[config.mk]
export PLATFORM = sky130hd
export DESIGN_NAME = id_ex_stage
export DESIGN_NICKNAME = d
export VERILOG_FILES = /design/src/rtl/rv32_pkg.sv /design/src/rtl/id_ex_stage_operand_forward.sv /design/src/rtl/id_ex_stage.sv
export SDC_FILE = /design/constraint.sdc
export NUM_CORES = 1
export LEC_CHECK = 0
export ABC_AREA = 1
export CAP_MARGIN = 40
export CORE_AREA = 2 2 158 160
export CTS_CLUSTER_SIZE = 8
export DETAILED_ROUTE_END_ITERATION = 12
export DIE_AREA = 0 0 160 162
export GPL_ROUTABILITY_DRIVEN = 0
export PLACE_DENSITY = 0.79
export SLEW_MARGIN = 20
export SYNTH_ARGS = -nofsm -noshare
export SYNTH_HDL_FRONTEND = slang
export SYNTH_SLANG_ARGS = --single-unit
export TNS_END_PERCENT = 30
[constraint.sdc]
create_clock -name clk -period 2.6 [get_ports clk]
set_clock_uncertainty 0.2 [all_clocks]
set_input_delay 0.52 -clock clk [delete_from_list [all_inputs] [get_ports clk]]
set_output_delay 0.52 -clock clk [all_outputs]
set_load 0.03 [all_outputs]
[src/rtl/rv32_pkg.sv]
// Shared RV32 pipeline types: bypass bundle, operand selects and ALU opcodes.
// Also holds the bypass match rule used by every forwarding mux.
package rv32_pkg;

  localparam int FWD_W = 32;

  typedef struct packed {
    logic             regWrite;
    logic [4:0]       rd;
    logic [FWD_W-1:0] data;
  } fwd_t;

  typedef enum logic [1:0] {
    OP1_RS1      = 2'd0,
    OP1_PC       = 2'd1,
    OP1_ZERO     = 2'd2,
    OP1_ZERO_ALT = 2'd3
  } op1_sel_e;

  typedef enum logic {
    OP2_RS2 = 1'b0,
    OP2_IMM = 1'b1
  } op2_sel_e;

  typedef enum logic [3:0] {
    ALU_ADD  = 4'h0,
    ALU_SUB  = 4'h1,
    ALU_SLL  = 4'h2,
    ALU_SLT  = 4'h3,
    ALU_SLTU = 4'h4,
    ALU_XOR  = 4'h5,
    ALU_SRA  = 4'h6,
    ALU_SRL  = 4'h7,
    ALU_OR   = 4'h8,
    ALU_AND  = 4'h9,
    ALU_EQ   = 4'ha,
    ALU_NE   = 4'hb,
    ALU_GE   = 4'hc,
    ALU_GEU  = 4'hd
  } alu_op_e;

  // x0 is hardwired to zero, so a write aimed at it must never be bypassed.
  function automatic logic fwd_hit(input fwd_t f, input logic [4:0] rs);
    return f.regWrite && (f.rd == rs) && (rs != 5'd0);
  endfunction

endpackage

[src/rtl/id_ex_stage_operand_forward.sv]
// Priority bypass mux for one source operand: EX/MEM beats MEM/WB beats the
// held register-file value.
module OperandForward
  import rv32_pkg::*;
#(
  parameter int XLEN = 32
) (
  input  logic [4:0]      rs_addr,
  input  logic [XLEN-1:0] rs_data,
  input  fwd_t            ex_mem,
  input  fwd_t            mem_wb,
  output logic [XLEN-1:0] value,
  output logic            mem_wb_hit
);

  logic ex_mem_hit;

  assign ex_mem_hit = fwd_hit(ex_mem, rs_addr);
  assign mem_wb_hit = fwd_hit(mem_wb, rs_addr);

  always_comb begin
    value = rs_data;
    if (ex_mem_hit) begin
      value = XLEN'(ex_mem.data);
    end else if (mem_wb_hit) begin
      value = XLEN'(mem_wb.data);
    end
  end

endmodule

[src/rtl/id_ex_stage.sv]
// ID/EX pipeline register with valid/ready handshake, flush, and operand
// forwarding computed from the held entry so it stays correct across stalls.
module id_ex_stage
  import rv32_pkg::*;
#(
  parameter int XLEN = 32
) (
  input  logic            clk,
  input  logic            rstN,
  input  logic            flush,
  input  logic            inValid,
  output logic            inReady,
  input  logic [3:0]      inAluControl,
  input  logic [1:0]      inOp1Sel,
  input  logic            inOp2Sel,
  input  logic [XLEN-1:0] inPc,
  input  logic [XLEN-1:0] inImm,
  input  logic [4:0]      inRs1Addr,
  input  logic [4:0]      inRs2Addr,
  input  logic [XLEN-1:0] inRs1Data,
  input  logic [XLEN-1:0] inRs2Data,
  input  logic [4:0]      inRdAddr,
  input  logic            inRegWrite,
  input  fwd_t            fwdExMem,
  input  fwd_t            fwdMemWb,
  output logic            outValid,
  input  logic            outReady,
  output logic [3:0]      aluControl,
  output logic [XLEN-1:0] op1,
  output logic [XLEN-1:0] op2,
  output logic [4:0]      rdAddr,
  output logic            regWrite
);

  logic            valid_q;
  logic [3:0]      alu_q;
  logic [1:0]      op1_sel_q;
  logic            op2_sel_q;
  logic [XLEN-1:0] pc_q;
  logic [XLEN-1:0] imm_q;
  logic [4:0]      rs1_addr_q;
  logic [4:0]      rs2_addr_q;
  logic [XLEN-1:0] rs1_data_q;
  logic [XLEN-1:0] rs2_data_q;
  logic [4:0]      rd_q;
  logic            reg_write_q;

  logic [XLEN-1:0] rs1_fwd;
  logic [XLEN-1:0] rs2_fwd;
  logic            rs1_wb_hit;
  logic            rs2_wb_hit;
  logic            load;

  assign inReady = !valid_q || outReady;
  assign load    = inValid && inReady && !flush;

  // Flush beats load and hold. While an entry sits here, a MEM/WB write to one
  // of its sources is absorbed so the value outlives the writeback stage.
  always_ff @(posedge clk or negedge rstN) begin
    if (!rstN) begin
      valid_q     <= 1'b0;
      alu_q       <= ALU_ADD;
      op1_sel_q   <= OP1_RS1;
      op2_sel_q   <= OP2_RS2;
      pc_q        <= '0;
      imm_q       <= '0;
      rs1_addr_q  <= '0;
      rs2_addr_q  <= '0;
      rs1_data_q  <= '0;
      rs2_data_q  <= '0;
      rd_q        <= '0;
      reg_write_q <= 1'b0;
    end else if (flush) begin
      valid_q     <= 1'b0;
      reg_write_q <= 1'b0;
    end else if (load) begin
      valid_q     <= 1'b1;
      alu_q       <= inAluControl;
      op1_sel_q   <= inOp1Sel;
      op2_sel_q   <= inOp2Sel;
      pc_q        <= inPc;
      imm_q       <= inImm;
      rs1_addr_q  <= inRs1Addr;
      rs2_addr_q  <= inRs2Addr;
      rs1_data_q  <= inRs1Data;
      rs2_data_q  <= inRs2Data;
      rd_q        <= inRdAddr;
      reg_write_q <= inRegWrite;
    end else begin
      if (valid_q && outReady) begin
        valid_q <= 1'b0;
      end
      if (valid_q && rs1_wb_hit) begin
        rs1_data_q <= XLEN'(fwdMemWb.data);
      end
      if (valid_q && rs2_wb_hit) begin
        rs2_data_q <= XLEN'(fwdMemWb.data);
      end
    end
  end

  OperandForward #(.XLEN(XLEN)) u_fwd_rs1 (
    .rs_addr    (rs1_addr_q),
    .rs_data    (rs1_data_q),
    .ex_mem     (fwdExMem),
    .mem_wb     (fwdMemWb),
    .value      (rs1_fwd),
    .mem_wb_hit (rs1_wb_hit)
  );

  OperandForward #(.XLEN(XLEN)) u_fwd_rs2 (
    .rs_addr    (rs2_addr_q),
    .rs_data    (rs2_data_q),
    .ex_mem     (fwdExMem),
    .mem_wb     (fwdMemWb),
    .value      (rs2_fwd),
    .mem_wb_hit (rs2_wb_hit)
  );

  always_comb begin
    op1 = '0;
    case (op1_sel_q)
      OP1_RS1: op1 = rs1_fwd;
      OP1_PC:  op1 = pc_q;
      default: op1 = '0;
    endcase
  end

  always_comb begin
    op2 = rs2_fwd;
    if (op2_sel_q == OP2_IMM) begin
      op2 = imm_q;
    end
  end

  assign outValid   = valid_q;
  assign aluControl = alu_q;
  assign rdAddr     = rd_q;
  assign regWrite   = valid_q && reg_write_q;

endmodule

==> flow_summary.yaml, run 1 <==
final_layout:
  synthToLayoutAreaGrowth_pct: 64.4
  mostFrequentLayoutCells: "nand2_1, clkdlybuf4s50_1, nand3_1"
  final_layout_size_suffix_gt1_share_pct: 29.4
  multi_input_area_mm2: 0.00591
  finalNetCount: 1930
  fillers: 1910
  stdcell_count: 2036
  final_util_pct: 65.0
  seqCellArea_mm2: 0.00381
  final_common_cell: "nand2_1"
detailed_routing:
  drc: 0
  drt_iter0_markers: 1780
  viasPerCell: 5.74
  wirelength_um: 44500
  num_vias: 11700
  ant_nets: 0
  post_drt_wl_per_cell_um: 21.9
  drtPass1Iterations: 9
floorplan:
  io_pins: 308
  fp.dieW_um: 160
  rows: 57
  core-area_mm2: 0.0241
  start_util_pct: 39.5
  die_area_mm2: 0.0259
  die_h_um: 162
logic_synthesis:
  syn_nets: 1602
  syn_area_per_cell_um2: 6.95
  yosys_warnings: 0
  ys_types: 21
  syn-cell-area_mm2: 0.00953
  ys_seq_elements: 152
  syn_inst: 1370
  synth_seq_area_share_pct: 39.9
min_path:
  hold_path_class: "reg2reg"
  min_from: "imm_q[15]"
  min_path_cells: 1
  min_to: "imm_q[15]"
pwr:
  max-vdd-ir-drop_mv: 0.431
  power.density_mw_per_mm2: 615
  leakage_nw: 7.88
worst_setup_path:
  critical_path_class: "reg2out"
  crit_arrival_ns: 2.27
  path_cells: "inv_2 > buf_6 > nand2_4 > nand2_2 > nand2_2 > nor2_4 > buf_6 > nand2_8 > nand2_1 > nand3_1 > nand2_1 > nand2_1 > buf_2"
  reg2regPathDepth: 16
  cpMaxStageDelayCell: "dfrtp_1"
  critPathCaptureType: "output port"
  slowest_delay_ns: 0.40
  reg2reg_from: "rs2_addr_q[4]"
  critPathRequiredTime_ns: 1.88
  crit_top_cell: "nand2_1"
  rrSetupSlack_ns: -0.04
  reg2reg_to: "rs2_data_q[21]"
  path_max_fanout: 6
  start_kind: "register"
clock_network:
  cts_made_buffers: 17
  clk_path_buf_depth: 2
  cts-htree-levels: 4
  clock_latency_ns: 0.45
  cts_tree: "built"
  clock-sinks: 152
  clk_pin_slew_ns: 0.08
  cts-root-buf: "clkbuf_16"
place:
  pre_cts_ws_ns: -0.627
  dp_cells: 1957
  place_hpwl_um: 26800
  io_buffers: 307
timing:
  slew_violations: 0
  clock.fmax_mhz: 334
  hold_viol_final: 0
  fin_crit_sh_pct: 115
  min_period_ns: 2.99
  setup-tns-final_ns: -21.00
  setup_ws_ns: -0.391
  worst_pin_slew_ns: 0.768
  rsz0062_at_grt: "true"
  relSlewSlack_pct: 48.8
  setup_viol: 66
grt:
  gr-total-overflow: 0
  groute.usage.overall_pct: 30.3
  grt_pass1_wl_um: 61100
  grt_start_max_net_pins: 52
  grt_pass1_vias: 10800
  antenna_found_initial: 2
job:
  maxCapViolations: 0
run_status:
  violations: "setup timing"
  status: "finished with violations"
per-stage QoR:
step           power [W]  hold slack [ns]  area, um2
4_1_cts          0.00920            0.307      14800
2_1_floorplan    0.00476           0.0244       9530
6_report         0.00963            0.305      15700
5_1_grt          0.00999            0.312      15700
3_3_place_gp     0.00615            0.287      13100
3_5_place_dp     0.00622            0.293      13100
where the power goes:
group          leakage (nW)  total, W  switching [W]  internal [W]
logic                  5.78   0.00404        0.00226       0.00178
clock network         0.275   0.00254        0.00119       0.00136
registers              1.82   0.00304       0.000287       0.00275
critical path: cells and delay by family (launching register included):
family / cells / cell delay [ns]
and+or+nand+nor: 9 / 0.91
buffers and inverters: 4 / 0.52
DFF: 1 / 0.40
routing by layer:
metal | vias to the layer above | track usage, % | share of wire [%]
li1 | 5047 | - | -
met1 | 5328 | 40.2 | 37
met3 | 313 | 8.55 | 12
met2 | 998 | 45.7 | 43
met5 | - | 0 | 0
met4 | 0 | 14.9 | 7.6
cell families (layout without fill, tap and decap cells):
kind of cell              count (synthesis)  count (layout)  synth area share [%]
other                                     0               2                     0
xor gates and xnor gates                  1               1                0.0919
and+or+nand+nor                         905             905                  40.2
AOI/OAI and AO/OA                        48              48                  2.52
buffers and inverters                   190             530                  8.52
muxes                                    74              74                  8.75
DFF                                     152             152                  39.9
flip-flops by register name, indices dropped and copies added, names as in the netlist:
register and cells:
imm_q 32, pc_q 32, rs1_data_q 32, rs2_data_q 32, rdAddr 5, rs1_addr_q 5
rs2_addr_q 5, aluControl 4, op1_sel_q 2, op2_sel_q 1, outValid 1, reg_write_q 1
cells in the mapped netlist (all sizes together):
master | number | area share, %
nor2 | 27 | 1.4
nand4 | 3 | 0.42
mux2 | 74 | 8.7
xnor2 | 1 | 0.092
dfrtp | 152 | 40
nand3 | 293 | 15
a21oi | 48 | 2.5
or2 | 1 | 0.066
buf | 61 | 3.4
nand2 | 581 | 23
clkbuf | 33 | 1.3
inv | 96 | 3.8
worst max-delay path by stage:
stage | from | to | slack (ns) | depth (start not counted)
final | rs2_addr_q[4] | op2[30] | -0.39 | 13
after global routing | rs1_addr_q[2] | op1[27] | -0.48 | 12
after CTS | rs1_addr_q[3] | op1[18] | -0.32 | 13
after detailed placement | fwdExMem[36] | op2[30] | -0.63 | 11
after floorplan | fwdMemWb[37] | op2[10] | 0.26 | 9
after global placement | fwdExMem[35] | op2[30] | -0.60 | 12
final cells by class:
| cell class | count | share of cell area [%] |
|---|---|---|
| Antenna cell | 2 | 0.0319 |
| Inverter | 96 | 2.30 |
| Multi-Input combinational cell | 1028 | 37.8 |
| Timing Repair Buffer | 403 | 29.4 |
| Tap cell | 324 | 2.59 |
| Sequential cell | 152 | 24.3 |
| Clock inverter | 14 | 0.958 |
| Clock buffer | 17 | 2.72 |
repair_timing:
item	in CTS	in global routing
pin swaps	86	79
endpoints found under the hold margin	48	0
endpoints found under the setup margin	64	65
buffers inserted	17	13
cloned	9	13
gates resized for setup	233	138
hold buffers	1	0
(Power assumes the default switching activity.)
==> run 2: changes to the inputs <==
--- a/config.mk
+++ b/config.mk
@@ -6,15 +6,16 @@
 export NUM_CORES = 1
 export LEC_CHECK = 0
 export ABC_AREA = 1
-export CAP_MARGIN = 40
-export CORE_AREA = 2 2 158 160
+export CAP_MARGIN = 20
+export CORE_AREA = 2 2 164 166
 export CTS_CLUSTER_SIZE = 8
 export DETAILED_ROUTE_END_ITERATION = 12
-export DIE_AREA = 0 0 160 162
+export DIE_AREA = 0 0 166 168
 export GPL_ROUTABILITY_DRIVEN = 0
-export PLACE_DENSITY = 0.79
+export PLACE_DENSITY = 0.78
 export SLEW_MARGIN = 20
 export SYNTH_ARGS = -nofsm -noshare
 export SYNTH_HDL_FRONTEND = slang
+export SYNTH_HIERARCHICAL = 1
 export SYNTH_SLANG_ARGS = --single-unit
 export TNS_END_PERCENT = 30
==> run 2 against run 1 <==
The flow still finishes with violations (setup timing). Worst setup slack lost 0.067 ns. Core utilization fell by 4.4 points. Die area is 7.6% higher. Maximum frequency is 2.2% lower. Cell area increased by 1.8%. Sequential share of layout area shrank 0.43 points. Register-to-register slack improved by 0.32 ns. Routed wire length down 5.0%. Non-clock buffer count did not move. Sequential power is 3% lower. Synthesized cell count is 14% higher. Global-route usage decreased by 1.6 points. Critical path type unchanged.
==> flow_summary.yaml, run 2 <==
run_status:
  status: "finished with violations"
  violations: "setup timing"
floorplan:
  die_h_um: 168
  io_pins: 308
  rows: 60
  start_util_pct: 39.2
  die_area_mm2: 0.0279
  fp.dieW_um: 166
  core-area_mm2: 0.0264
grt:
  grt_pass1_wl_um: 62900
  grt_pass1_vias: 11400
  gr-total-overflow: 0
  groute.usage.overall_pct: 28.7
  grt_start_max_net_pins: 99
  antenna_found_initial: 2
worst_setup_path:
  crit_arrival_ns: 2.34
  cpMaxStageDelayCell: "dfrtp_1"
  critPathCaptureType: "output port"
  crit_top_cell: "nand2_1"
  critPathRequiredTime_ns: 1.88
  slowest_delay_ns: 0.43
  critical_path_class: "reg2out"
  path_max_fanout: 14
  start_kind: "register"
  path_cells: "inv_2 > nand2_1 > nor2_4 > nor2_8 > buf_12 > nand2_8 > buf_12 > nand2_1 > nand3_1 > nand2_1 > mux2_2 > buf_6"
pwr:
  p_sw_share_pct: 37.8
  power.density_mw_per_mm2: 571
  clockPowerShare_pct: 26.5
  seqPwrFrac_pct: 32.4
  total_power_w: 0.00912
  power_switching_w: 0.00344
  leakage_nw: 8.33
  pwr-share-comb_pct: 41.1
  p_int_w: 0.00567
  max-vdd-ir-drop_mv: 0.312
final_layout:
  finalNetCount: 2109
  mostFrequentLayoutCells: "nand2_1, inv_1, clkdlybuf4s50_1"
  final_common_cell: "nand2_1"
  synthToLayoutAreaGrowth_pct: 54.6
  final_layout_size_suffix_gt1_share_pct: 20.9
  stdcell_count: 2234
  fillers: 2252
detailed_routing:
  drt_iter0_markers: 1312
  viasPerCell: 5.32
  wirelength_um: 42300
  post_drt_wl_per_cell_um: 18.9
  num_vias: 11900
  drc: 0
  ant_nets: 0
  drtPass1Iterations: 6
clock_network:
  clk_pin_slew_ns: 0.07
  cts-root-buf: "clkbuf_16"
  cts-htree-levels: 4
  clock_latency_ns: 0.43
  clock-sinks: 152
  cts_made_buffers: 17
  clk_path_buf_depth: 2
  cts_tree: "built"
logic_synthesis:
  synth_seq_area_share_pct: 36.9
  syn_inst: 1558
  ys_seq_elements: 152
  post-synth-top-area-fraction_pct: 36.9
  syn_area_per_cell_um2: 6.62
  ys.flop_type: "dfrtp_1"
  syn-cell-area_mm2: 0.0103
  yosys-top-cells-area: "dfrtp_1, nand2_1, nand3_1"
  yosysMostFrequentCell: "nand2_1"
  synth_edf_count: 0
  synthArstFlopShare_pct: 100
  yosys-top-cells-count: "nand2_1, inv_1, nand3_1"
  yosys_warnings: 6
  ys_types: 27
  syn_nets: 1790
  yosysTopAreaCell: "dfrtp_1"
timing:
  clock.fmax_mhz: 327
  worst_pin_slew_ns: 0.951
  fin_crit_sh_pct: 118
  rsz0062_at_grt: "true"
  relSlewSlack_pct: 36.6
  hold_viol_final: 0
  setup_ws_ns: -0.458
  min_period_ns: 3.06
  setup_viol: 64
  slew_violations: 0
place:
  io_buffers: 307
  place_hpwl_um: 26800
  dp_cells: 2152
min_path:
  hold_path_class: "reg2reg"
job:
  maxCapViolations: 0
## run 2: cell types whose count changed in the layout (fill, tap and decap cells not counted), sizes merged, moves of 16 or more
cell,previous run,this run
o21ai,0,117
nand2,581,553
a21oi,48,3
nand3,293,233
mux2,74,32
nor2,27,11
inv,106,283
nand4,3,64
## run 2: layout make-up
class / instances / area (um2) / area share [%]
inverters: 277 / 1050 / 6.61
clock buffers: 19 / 443 / 2.78
multi-input cells: 1026 / 5530 / 34.7
diodes: 3 / 7.51 / 0.0471
well taps: 341 / 427 / 2.67
clock inverters: 13 / 111 / 0.698
flip-flops and latches: 152 / 3810 / 23.9
repair buffers: 403 / 4570 / 28.6
## run 2: worst paths after layout
check	from	endpoint	slack, ns	depth (start not counted)
worst max register to register	rs1_addr_q[1]	rs1_data_q[17]	0.28	15
worst min register to register	aluControl[2]	aluControl[2]	0.29	2
worst min-delay path	aluControl[2]	aluControl[2]	0.29	2
min in group asynchronous	rstN	imm_q[10]	0.43	2
worst max-delay path	rs2_addr_q[0]	op2[1]	-0.46	12
max in group asynchronous	rstN	rs2_data_q[15]	1.02	3
## run 2: critical path: cells and delay by family (launching register included)
family | cells | cell delay (ns)
flops | 1 | 0.43
simple gates | 7 | 0.68
buf+inv | 4 | 0.51
mux | 1 | 0.27
## run 2: cells by family (layout without fill, tap and decap cells)
family	after synthesis	in the layout	share of synthesized area, %
AO/OA/AOI/OAI	124	124	6.18
XOR/XNOR	6	6	0.509
buffers and inverters	383	712	15.7
flip-flops	152	152	36.9
multiplexers	32	32	3.49
other	0	3	0
AND/OR/NAND/NOR	861	864	37.3
## run 2: metal layers
layer  part of all wire (%)  vias up  track usage, %
li1                       -     5520               -
met1                     40     5539            37.0
met2                     48      702            47.7
met3                    9.0      129            5.81
met4                    3.2        0            11.1
met5                      0        -               0
## run 2: power groups by stage
| stage | registers [W] | logic (W) | clock network (W) |
|---|---|---|---|
| final | 0.00295 | 0.00375 | 0.00241 |
| after global routing | 0.00299 | 0.00400 | 0.00254 |
| after CTS | 0.00294 | 0.00355 | 0.00245 |
| after detailed placement | 0.00298 | 0.00304 | 0 |
| after global placement | 0.00296 | 0.00300 | 0 |
| after floorplan | 0.00296 | 0.00177 | 0 |
## run 2: per-stage QoR
step / setup WS (ns) / hold WS [ns] / setup TNS [ns] / util [%] / area, um2
global route: -0.546 / 0.305 / -32.11 / 60.5 / 16000
detailed placement: -0.669 / 0.276 / -46.87 / 52.1 / 13700
CTS: -0.448 / 0.293 / -24.72 / 58.8 / 15500
global placement: -0.618 / 0.266 / -42.07 / 52.1 / 13700
finish: -0.458 / 0.290 / -25.58 / 60.5 / 16000
floorplan: -0.112 / 0.0244 / -2.07 / - / 10300
## run 2: what timing repair did
item,4_1_cts,5_1_grt
gates resized for setup,189,84
setup buffers,23,4
endpoints found under the hold margin,46,0
pin swaps,62,33
endpoints found under the setup margin,64,64
hold buffers,1,0
cloned,15,4
==> run 3: changes to the inputs <==
--- a/config.mk
+++ b/config.mk
@@ -6,6 +6,7 @@
 export NUM_CORES = 1
 export LEC_CHECK = 0
 export ABC_AREA = 1
+export ABC_CLOCK_PERIOD_IN_PS = 2600
 export CAP_MARGIN = 20
 export CORE_AREA = 2 2 164 166
 export CTS_CLUSTER_SIZE = 8
==> results of run 3 <==
Final layout, timing and power as in run 2 (identical DEF).
